==> config.mk <==
export PLATFORM = sky130hd
export DESIGN_NAME = imem_read_arbiter
export DESIGN_NICKNAME = d
export VERILOG_FILES = /design/src/rtl/imem_read_arbiter.sv
export SDC_FILE = /design/constraint.sdc
export NUM_CORES = 1
export LEC_CHECK = 0
export CAP_MARGIN = 30
export CORE_MARGIN = 4
export CORE_UTILIZATION = 47
export CTS_BUF_LIST = sky130_fd_sc_hd__clkbuf_4 sky130_fd_sc_hd__clkbuf_8 sky130_fd_sc_hd__clkbuf_16
export CTS_CLUSTER_DIAMETER = 120
export CTS_CLUSTER_SIZE = 12
export DETAILED_ROUTE_END_ITERATION = 16
export HOLD_SLACK_MARGIN = 0.05
export PLACE_DENSITY_LB_ADDON = 0.12
export SETUP_SLACK_MARGIN = 0.02
export SLEW_MARGIN = 10
export SYNTH_ARGS = -nofsm -noshare
export SYNTH_HDL_FRONTEND = slang
export SYNTH_SLANG_ARGS = --single-unit
export TNS_END_PERCENT = 100
==> constraint.sdc <==
create_clock -name clk -period 3.79 [get_ports clk]
set_clock_uncertainty 0.15 [all_clocks]
set_input_delay 0.9475 -clock clk [delete_from_list [all_inputs] [get_ports clk]]
set_output_delay 0.9475 -clock clk [all_outputs]
set_load 0.03 [all_outputs]
==> src/rtl/imem_read_arbiter.sv <==
// Two-requester AXI4-Lite read arbiter for the instruction memory: round-robin grant,
// one outstanding transaction, watchdog that answers DECERR when the slave stalls.
module imem_read_arbiter #(
    parameter int TIMEOUT_CYCLES = 256,
    parameter int TO_WIDTH       = 9
) (
    input  logic        clk,
    input  logic        rst_n,

    input  logic [31:0] S0_AXI_ARADDR,
    input  logic [2:0]  S0_AXI_ARPROT,
    input  logic        S0_AXI_ARVALID,
    output logic        S0_AXI_ARREADY,
    output logic [31:0] S0_AXI_RDATA,
    output logic [1:0]  S0_AXI_RRESP,
    output logic        S0_AXI_RVALID,
    input  logic        S0_AXI_RREADY,

    input  logic [31:0] S1_AXI_ARADDR,
    input  logic [2:0]  S1_AXI_ARPROT,
    input  logic        S1_AXI_ARVALID,
    output logic        S1_AXI_ARREADY,
    output logic [31:0] S1_AXI_RDATA,
    output logic [1:0]  S1_AXI_RRESP,
    output logic        S1_AXI_RVALID,
    input  logic        S1_AXI_RREADY,

    output logic [31:0] M_AXI_ARADDR,
    output logic [2:0]  M_AXI_ARPROT,
    output logic        M_AXI_ARVALID,
    input  logic        M_AXI_ARREADY,
    input  logic [31:0] M_AXI_RDATA,
    input  logic [1:0]  M_AXI_RRESP,
    input  logic        M_AXI_RVALID,
    output logic        M_AXI_RREADY,

    output logic        grant_id,
    output logic        busy,
    output logic        err_timeout
);

    typedef enum logic [1:0] {IDLE, ADDR, RWAIT, RESP} state_t;

    // Firing one count early makes the DECERR visible TIMEOUT_CYCLES-1 cycles after ADDR entry.
    localparam logic [TO_WIDTH-1:0] WD_FIRE = TO_WIDTH'(TIMEOUT_CYCLES - 2);
    localparam logic [TO_WIDTH-1:0] WD_MAX  = {TO_WIDTH{1'b1}};
    localparam logic [1:0]          DECERR  = 2'b11;

    state_t              state;
    logic                last_grant;
    logic [TO_WIDTH-1:0] wd;

    logic                pick_valid;
    logic                pick_id;
    logic [31:0]         pick_addr;
    logic [2:0]          pick_prot;
    logic                ar_hs;
    logic                r_hs;
    logic                resp_hs;

    function automatic logic [TO_WIDTH-1:0] wd_inc(input logic [TO_WIDTH-1:0] v);
        return (v == WD_MAX) ? v : v + TO_WIDTH'(1);
    endfunction

    always_comb begin
        pick_valid = S0_AXI_ARVALID | S1_AXI_ARVALID;
        pick_id    = (S0_AXI_ARVALID && S1_AXI_ARVALID) ? ~last_grant : S1_AXI_ARVALID;
        pick_addr  = pick_id ? S1_AXI_ARADDR : S0_AXI_ARADDR;
        pick_prot  = pick_id ? S1_AXI_ARPROT : S0_AXI_ARPROT;
        ar_hs      = M_AXI_ARVALID && M_AXI_ARREADY;
        r_hs       = M_AXI_RVALID && M_AXI_RREADY;
        resp_hs    = grant_id ? (S1_AXI_RVALID && S1_AXI_RREADY)
                              : (S0_AXI_RVALID && S0_AXI_RREADY);
    end

    always_ff @(posedge clk) begin
        if (!rst_n) begin
            state          <= IDLE;
            last_grant     <= 1'b1;
            wd             <= '0;
            grant_id       <= 1'b0;
            busy           <= 1'b0;
            err_timeout    <= 1'b0;
            M_AXI_ARADDR   <= '0;
            M_AXI_ARPROT   <= '0;
            M_AXI_ARVALID  <= 1'b0;
            M_AXI_RREADY   <= 1'b0;
            S0_AXI_ARREADY <= 1'b0;
            S0_AXI_RDATA   <= '0;
            S0_AXI_RRESP   <= '0;
            S0_AXI_RVALID  <= 1'b0;
            S1_AXI_ARREADY <= 1'b0;
            S1_AXI_RDATA   <= '0;
            S1_AXI_RRESP   <= '0;
            S1_AXI_RVALID  <= 1'b0;
        end else begin
            S0_AXI_ARREADY <= 1'b0;
            S1_AXI_ARREADY <= 1'b0;
            err_timeout    <= 1'b0;

            case (state)
                IDLE: begin
                    if (pick_valid) begin
                        M_AXI_ARADDR   <= pick_addr;
                        M_AXI_ARPROT   <= pick_prot;
                        M_AXI_ARVALID  <= 1'b1;
                        S0_AXI_ARREADY <= ~pick_id;
                        S1_AXI_ARREADY <= pick_id;
                        grant_id       <= pick_id;
                        busy           <= 1'b1;
                        wd             <= '0;
                        state          <= ADDR;
                    end
                end

                ADDR, RWAIT: begin
                    if (state == ADDR && ar_hs) begin
                        M_AXI_ARVALID <= 1'b0;
                        M_AXI_RREADY  <= 1'b1;
                        wd            <= wd_inc(wd);
                        state         <= RWAIT;
                    end else if (state == RWAIT && r_hs) begin
                        M_AXI_RREADY <= 1'b0;
                        if (grant_id) begin
                            S1_AXI_RDATA  <= M_AXI_RDATA;
                            S1_AXI_RRESP  <= M_AXI_RRESP;
                            S1_AXI_RVALID <= 1'b1;
                        end else begin
                            S0_AXI_RDATA  <= M_AXI_RDATA;
                            S0_AXI_RRESP  <= M_AXI_RRESP;
                            S0_AXI_RVALID <= 1'b1;
                        end
                        state <= RESP;
                    end else if (wd == WD_FIRE) begin
                        // Abandon the slave: any late beat is never accepted.
                        M_AXI_ARVALID <= 1'b0;
                        M_AXI_RREADY  <= 1'b0;
                        err_timeout   <= 1'b1;
                        if (grant_id) begin
                            S1_AXI_RDATA  <= '0;
                            S1_AXI_RRESP  <= DECERR;
                            S1_AXI_RVALID <= 1'b1;
                        end else begin
                            S0_AXI_RDATA  <= '0;
                            S0_AXI_RRESP  <= DECERR;
                            S0_AXI_RVALID <= 1'b1;
                        end
                        state <= RESP;
                    end else begin
                        wd <= wd_inc(wd);
                    end
                end

                RESP: begin
                    if (resp_hs) begin
                        S0_AXI_RVALID <= 1'b0;
                        S1_AXI_RVALID <= 1'b0;
                        last_grant    <= grant_id;
                        busy          <= 1'b0;
                        state         <= IDLE;
                    end
                end

                default: state <= IDLE;
            endcase
        end
    end

endmodule

==> impl_metrics.json, run 1 <==
{
  "start_kind": "flop",
  "timing.setup.tns_ns": 0,
  "path_delay_family": "buffers and inverters",
  "syn_nets": 696,
  "synthAdderAreaFrac_pct": 1.61,
  "postRouteAntennaNets": 0,
  "min_period_over_period_pct": 74.5,
  "firstDrtPassIters": 6,
  "wl_per_cell_um": 17.0,
  "clock-root-buffer": "clkbuf_16",
  "grt_overflow_total": 0,
  "p_per_area_nw_per_um2": 456,
  "crit_buf_inv": 1,
  "cts_made_buffers": 17,
  "drive_gt1_share_pct": 6.78,
  "synth_edf_count": 0,
  "wirelength_mm": 16.0,
  "period_minus_slack_ns": 2.82,
  "first_iter_violations": 489,
  "fill_cells": 839,
  "die_w_um": 116,
  "num_vias": 5005,
  "cpPeakStageDelay_ns": 0.75,
  "path_clk_slew_ns": 0.05,
  "cts_max_level": 4,
  "rsz0062_at_grt": "false",
  "fmax_mhz": 354,
  "area_growth_pct": 53.8,
  "seqCellArea_um2": 2480,
  "synth_warnings": 0,
  "utilization_pct": 73.6,
  "die_h_um": 116,
  "cts_tree": "done",
  "grt_pass1_wl_mm": 24.6,
  "dpl.hpwl_mm": 11.5,
  "hold_buffers": 0,
  "status": "complete, no violations",
  "power_leakage_uw": 0.00329,
  "cts_resized": 0,
  "vdd_drop_max_v": 0.000378,
  "io_buffer_count": 223,
  "clkLatencyLatePin_ns": 0.41,
  "worstPathArrival_ns": 1.73,
  "cp_data_required_time_ns": 2.69,
  "diodes": 0,
  "synth_seq_cells": 124,
  "grt_pass1_vias": 4976,
  "post_drt_via_cell_ratio": 5.33,
  "synth.avg_cell_area_um2": 9.43,
  "synth-simple-area-share_pct": 17.7,
  "gp_congestion": 0.828,
  "synth_mux_area_share_pct": 19.7,
  "start_util_pct": 47.9,
  "finalNetCount": 902,
  "async_flop_share_pct": 0,
  "grt_max_degree": 105,
  "hold_path.class": "flop to flop",
  "synthDistinctLibCells": 46,
  "clockBufferDepth": 2,
  "core_um2": 11400,
  "synth_top_family_by_area": "multiplexers",
  "worst_pin_slew_ns": 0.825,
  "layout_setup_ws_ns": 0.966,
  "rows": 39,
  "multi_input_area_um2": 2690,
  "synth_xor_area_share_pct": 0,
  "worst-path-max-fanout": 8,
  "grtUsageTotal_pct": 23.4,
  "grt_antenna_before_repair": 0,
  "pre_cts_ws_ns": 0.708,
  "die_area_um2": 13400,
  "post_cts_buffers": 0,
  "cp_slowest_cell": "clkdlybuf4s50_1",
  "yosysSeqAreaShare_pct": 45.6,
  "synthFlopType": "dfxtp_1",
  "synth_area_um2": 5440,
  "drc": 0,
  "setup_violations": 0,
  "cap_viol_max_count": 0,
  "finalHoldViolCount": 0,
  "synth_compound_area_share_pct": 10.0,
  "io_pins": 224,
  "cts_sinks": 124,
  "worst_slew_margin_rel_pct": 44.9,
  "critPathCaptureType": "primary output",
  "critPathKind": "flop to primary output",
  "crit_chain": "clkdlybuf4s50_1",
  "finalMaxSlewViolations": 0,
  "syn_inst": 577
}
==> cells in the final DEF (no fill, tap or decap), drive strengths merged, types with 6 or more instances in the layout <==
cell type / instances
nand2: 113
dfxtp: 124
inv: 6
nand4: 14
nand3: 19
o21ai: 8
clkbuf: 26
ha: 7
mux2i: 107
clkdlybuf4s50: 222
a211oi: 35
buf: 10
a21oi: 9
nor2: 40
and3: 8
==> layout make-up <==
class | count | share of cell area, %
Multi-Input combinational cell | 402 | 32.1
Sequential cell | 124 | 29.7
Timing Repair Buffer | 232 | 28.0
Clock buffer | 26 | 6.26
Tap cell | 143 | 2.14
Clock inverter | 6 | 1.55
Inverter | 6 | 0.269
==> cells in the mapped netlist (2+ instances only) <==
master	number	share of area, %
a2111o_1	3	0.62
a211o_1	3	0.48
a211oi_1	35	4.8
a21oi_1	8	0.74
a31oi_1	5	0.57
a32oi_1	2	0.32
and3_1	8	0.92
buf_1	2	0.14
buf_12	3	1.1
buf_2	7	0.64
buf_4	3	0.41
buf_6	5	1.0
clkbuf_1	25	1.7
dfxtp_1	124	46
ha_1	7	1.6
inv_1	5	0.34
mux2i_1	107	20
nand2_1	113	7.8
nand2b_1	2	0.23
nand3_1	19	1.7
nand4_1	13	1.5
nand4b_1	4	0.64
nor2_1	40	2.8
nor3_1	2	0.18
o21a_1	2	0.28
o21ai_0	7	0.64
or3_1	4	0.46
==> state kept, by name, indices dropped and copies added (netlist names), 2 cells and up <==
register	count
M_AXI_ARPROT	3
wd	9
state	2
S0_AXI_RRESP	2
S0_AXI_RDATA	32
S1_AXI_RRESP	2
M_AXI_ARADDR	32
S1_AXI_RDATA	32
==> power by group <==
| group | internal, uW | total (uW) | switching (uW) |
|---|---|---|---|
| Sequential | 1370 | 1410 | 42.5 |
| Combinational | 296 | 650 | 354 |
| Clock | 1210 | 1760 | 543 |
==> metal layers <==
| metal | vias to the layer above | global-route usage [%] | part of all wire [%] | routed length [um] |
|---|---|---|---|---|
| met5 | - | 0 | 0 | 0 |
| met4 | 0 | 7.73 | 1.7 | 269 |
| met3 | 27 | 6.74 | 7.3 | 1160 |
| met2 | 182 | 40.7 | 51 | 8150 |
| met1 | 2342 | 27.8 | 40 | 6420 |
| li1 | 2454 | - | - | - |
==> stage by stage <==
| step | area [um^2] | cells | hold slack, ns | power, uW |
|---|---|---|---|---|
| global placement | 7690 | 906 | 0.292 | 2060 |
| finish | 8370 | 939 | 0.309 | 3820 |
| global route | 8370 | 939 | 0.323 | 3950 |
| floorplan | 5440 | 577 | 0.307 | 1780 |
| detailed placement | 7690 | 906 | 0.300 | 2080 |
| CTS | 8340 | 938 | 0.308 | 3840 |
==> path summary, 6_finish.rpt <==
path                   start          endpoint  slack [ns]  depth (start not counted)
min reg2reg  S0_AXI_RRESP[1]   S0_AXI_RRESP[1]        0.31                          2
max reg2reg         state[0]  S1_AXI_RDATA[25]        1.00                          6
min          S0_AXI_RRESP[1]   S0_AXI_RRESP[1]        0.31                          2
max                 grant_id          grant_id        0.97                          1
==> cells by family (layout without fill, tap and decap cells) <==
kind of cell	count (synthesis)	after routing
AOI/OAI and AO/OA	75	75
and+or+nand+nor	213	213
adders and majority gates	7	7
buffers and inverters	51	270
DFF	124	124
muxes	107	107
==> worst reg2reg max path: stages (launching register included) <==
cell,delay [ns]
dfxtp_1,0.40
inv_1,0.09
ha_1,0.65
and2_1,0.57
nand3_2,0.35
buf_12,0.30
mux2i_1,0.15
Note: power is estimated with default switching activity, not from simulation.
==> inputs of run 2 (changes only) <==
--- a/config.mk
+++ b/config.mk
@@ -7,7 +7,7 @@
 export LEC_CHECK = 0
 export CAP_MARGIN = 30
 export CORE_MARGIN = 4
-export CORE_UTILIZATION = 47
+export CORE_UTILIZATION = 43
 export CTS_BUF_LIST = sky130_fd_sc_hd__clkbuf_4 sky130_fd_sc_hd__clkbuf_8 sky130_fd_sc_hd__clkbuf_16
 export CTS_CLUSTER_DIAMETER = 120
 export CTS_CLUSTER_SIZE = 12
==> constraint.sdc (replaced) <==
create_clock -name clk -period 2.6 [get_ports clk]
set_clock_uncertainty 0.15 [all_clocks]
set_input_delay 0.65 -clock clk [delete_from_list [all_inputs] [get_ports clk]]
set_output_delay 0.65 -clock clk [all_outputs]
set_load 0.03 [all_outputs]
==> impl_metrics.json, run 2 (synthesis results as in run 1) <==
{
  "path_delay_family": "buffers and inverters",
  "die_w_um": 121,
  "cts_tree": "done",
  "mostFrequentLayoutCells": "clkdlybuf4s50_1, dfxtp_1, nand2_1",
  "clockBufferDepth": 2,
  "rows": 40,
  "io_pins": 224,
  "gp_congestion": 0.842,
  "path_clk_slew_ns": 0.05,
  "status": "complete, no violations",
  "dpl.hpwl_mm": 11.5,
  "fill_cells": 997,
  "cts_resized": 0,
  "cp_data_required_time_ns": 1.80,
  "grt_overflow_total": 0,
  "wl_per_cell_um": 16.4,
  "firstDrtPassIters": 5,
  "clock-root-buffer": "clkbuf_16",
  "fmax_mhz": 426,
  "multi_input_area_um2": 2690,
  "rsz0062_at_grt": "false",
  "wirelength_mm": 15.8,
  "finalMaxSlewViolations": 0,
  "first_iter_violations": 327,
  "drive_gt1_share_pct": 7.25,
  "postRouteAntennaNets": 0,
  "worst-path-max-fanout": 4,
  "cts_made_buffers": 17,
  "setup_violations": 0,
  "layout_commonest_cell": "clkdlybuf4s50_1",
  "hold_path.class": "flop to flop",
  "start_kind": "flop",
  "fin_cells": 968,
  "vdd_drop_max_v": 0.000491,
  "period_minus_slack_ns": 2.35,
  "grt_antenna_before_repair": 0,
  "diodes": 0,
  "clkLatencyLatePin_ns": 0.41,
  "crit_chain": "clkdlybuf4s50_1",
  "start_util_pct": 44.6,
  "cts_max_level": 4,
  "cp_slowest_cell": "clkdlybuf4s50_1",
  "finalNetCount": 907,
  "post_cts_buffers": 0,
  "dp_cells": 937,
  "power_leakage_uw": 0.00331,
  "min_period_over_period_pct": 90.2,
  "crit_buf_inv": 1,
  "seqCellArea_um2": 2480,
  "timing.setup.tns_ns": 0,
  "utilization_pct": 69.2,
  "worst_pin_slew_ns": 0.574,
  "worstPathArrival_ns": 1.55,
  "reg_top3": "M_AXI_ARADDR x32, S0_AXI_RDATA x32, S1_AXI_RDATA x32",
  "grt_pass1_vias": 4967,
  "cap_viol_max_count": 0,
  "num_vias": 5026,
  "grt_max_degree": 105,
  "grtUsageTotal_pct": 21.3,
  "io_buffer_count": 223,
  "die_area_um2": 14500,
  "p_per_area_nw_per_um2": 655,
  "cpPeakStageDelay_ns": 0.76,
  "die_h_um": 121,
  "worst_slew_margin_rel_pct": 61.7,
  "hold_buffers": 0,
  "drc": 0,
  "post_drt_via_cell_ratio": 5.19,
  "core_um2": 12200,
  "grt_pass1_wl_mm": 24.8,
  "finalHoldViolCount": 0,
  "cts_sinks": 124,
  "area_growth_pct": 55.3,
  "critPathCaptureType": "primary output",
  "critPathKind": "flop to primary output"
}
[run 2: cell types whose count changed in the layout (fill, tap and decap cells not counted)]
cell,previous run,this run
clkbuf_8,5,3
buf_12,2,6
clkinv_4,0,3
buf_4,7,9
buf_16,1,0
clkinvlp_4,0,1
clkbuf_4,4,1
[run 2: layer usage]
metal | vias up | GRT usage [%] | part of all wire, %
met5 | - | 0 | 0
met4 | 0 | 8.43 | 2.3
met3 | 28 | 6.88 | 6.5
met2 | 170 | 36.7 | 50
met1 | 2363 | 24.4 | 41
li1 | 2465 | - | -
[run 2: final cells by class]
type	instances	share of cell area [%]
Multi-Input combinational cell	402	31.8
Sequential cell	124	29.4
Timing Repair Buffer	237	28.5
Clock buffer	21	5.61
Tap cell	168	2.49
Clock inverter	10	1.94
Inverter	6	0.266
[run 2: worst paths after layout]
| path | from | end | slack [ns] | cells past startpoint |
|---|---|---|---|---|
| max reg2reg | wd[0] | S1_AXI_RDATA[26] | 0.37 | 7 |
| min reg2reg | S0_AXI_RDATA[2] | S0_AXI_RDATA[2] | 0.31 | 2 |
| min | S0_AXI_RDATA[2] | S0_AXI_RDATA[2] | 0.31 | 2 |
| max | S1_AXI_RVALID | S1_AXI_RVALID | 0.25 | 1 |
[run 2: metrics by stage]
stage	instance area (um^2)	power, uW	hold WS (ns)	setup slack, ns
after global placement	7820	3040	0.293	0.166
after CTS	8450	5590	0.307	0.240
after global routing	8450	5750	0.321	0.198
final	8450	5540	0.306	0.254
after floorplan	5440	2590	0.307	0.627
after detailed placement	7820	3060	0.299	0.150
[run 2: power by group]
part / internal (uW) / leakage, uW / total [uW] / switching (uW)
Clock: 1690 / 0.000313 / 2520 / 837
Sequential: 2000 / 0.00101 / 2050 / 56.4
Combinational: 448 / 0.00198 / 964 / 516
==> inputs of run 3 (changes only) <==
--- a/config.mk
+++ b/config.mk
@@ -14,7 +14,6 @@
 export DETAILED_ROUTE_END_ITERATION = 16
 export HOLD_SLACK_MARGIN = 0.05
 export PLACE_DENSITY_LB_ADDON = 0.12
-export SETUP_SLACK_MARGIN = 0.02
 export SLEW_MARGIN = 10
 export SYNTH_ARGS = -nofsm -noshare
 export SYNTH_HDL_FRONTEND = slang
==> results of run 3 <==
The final DEF is identical to that of run 2; final timing and power are the same.
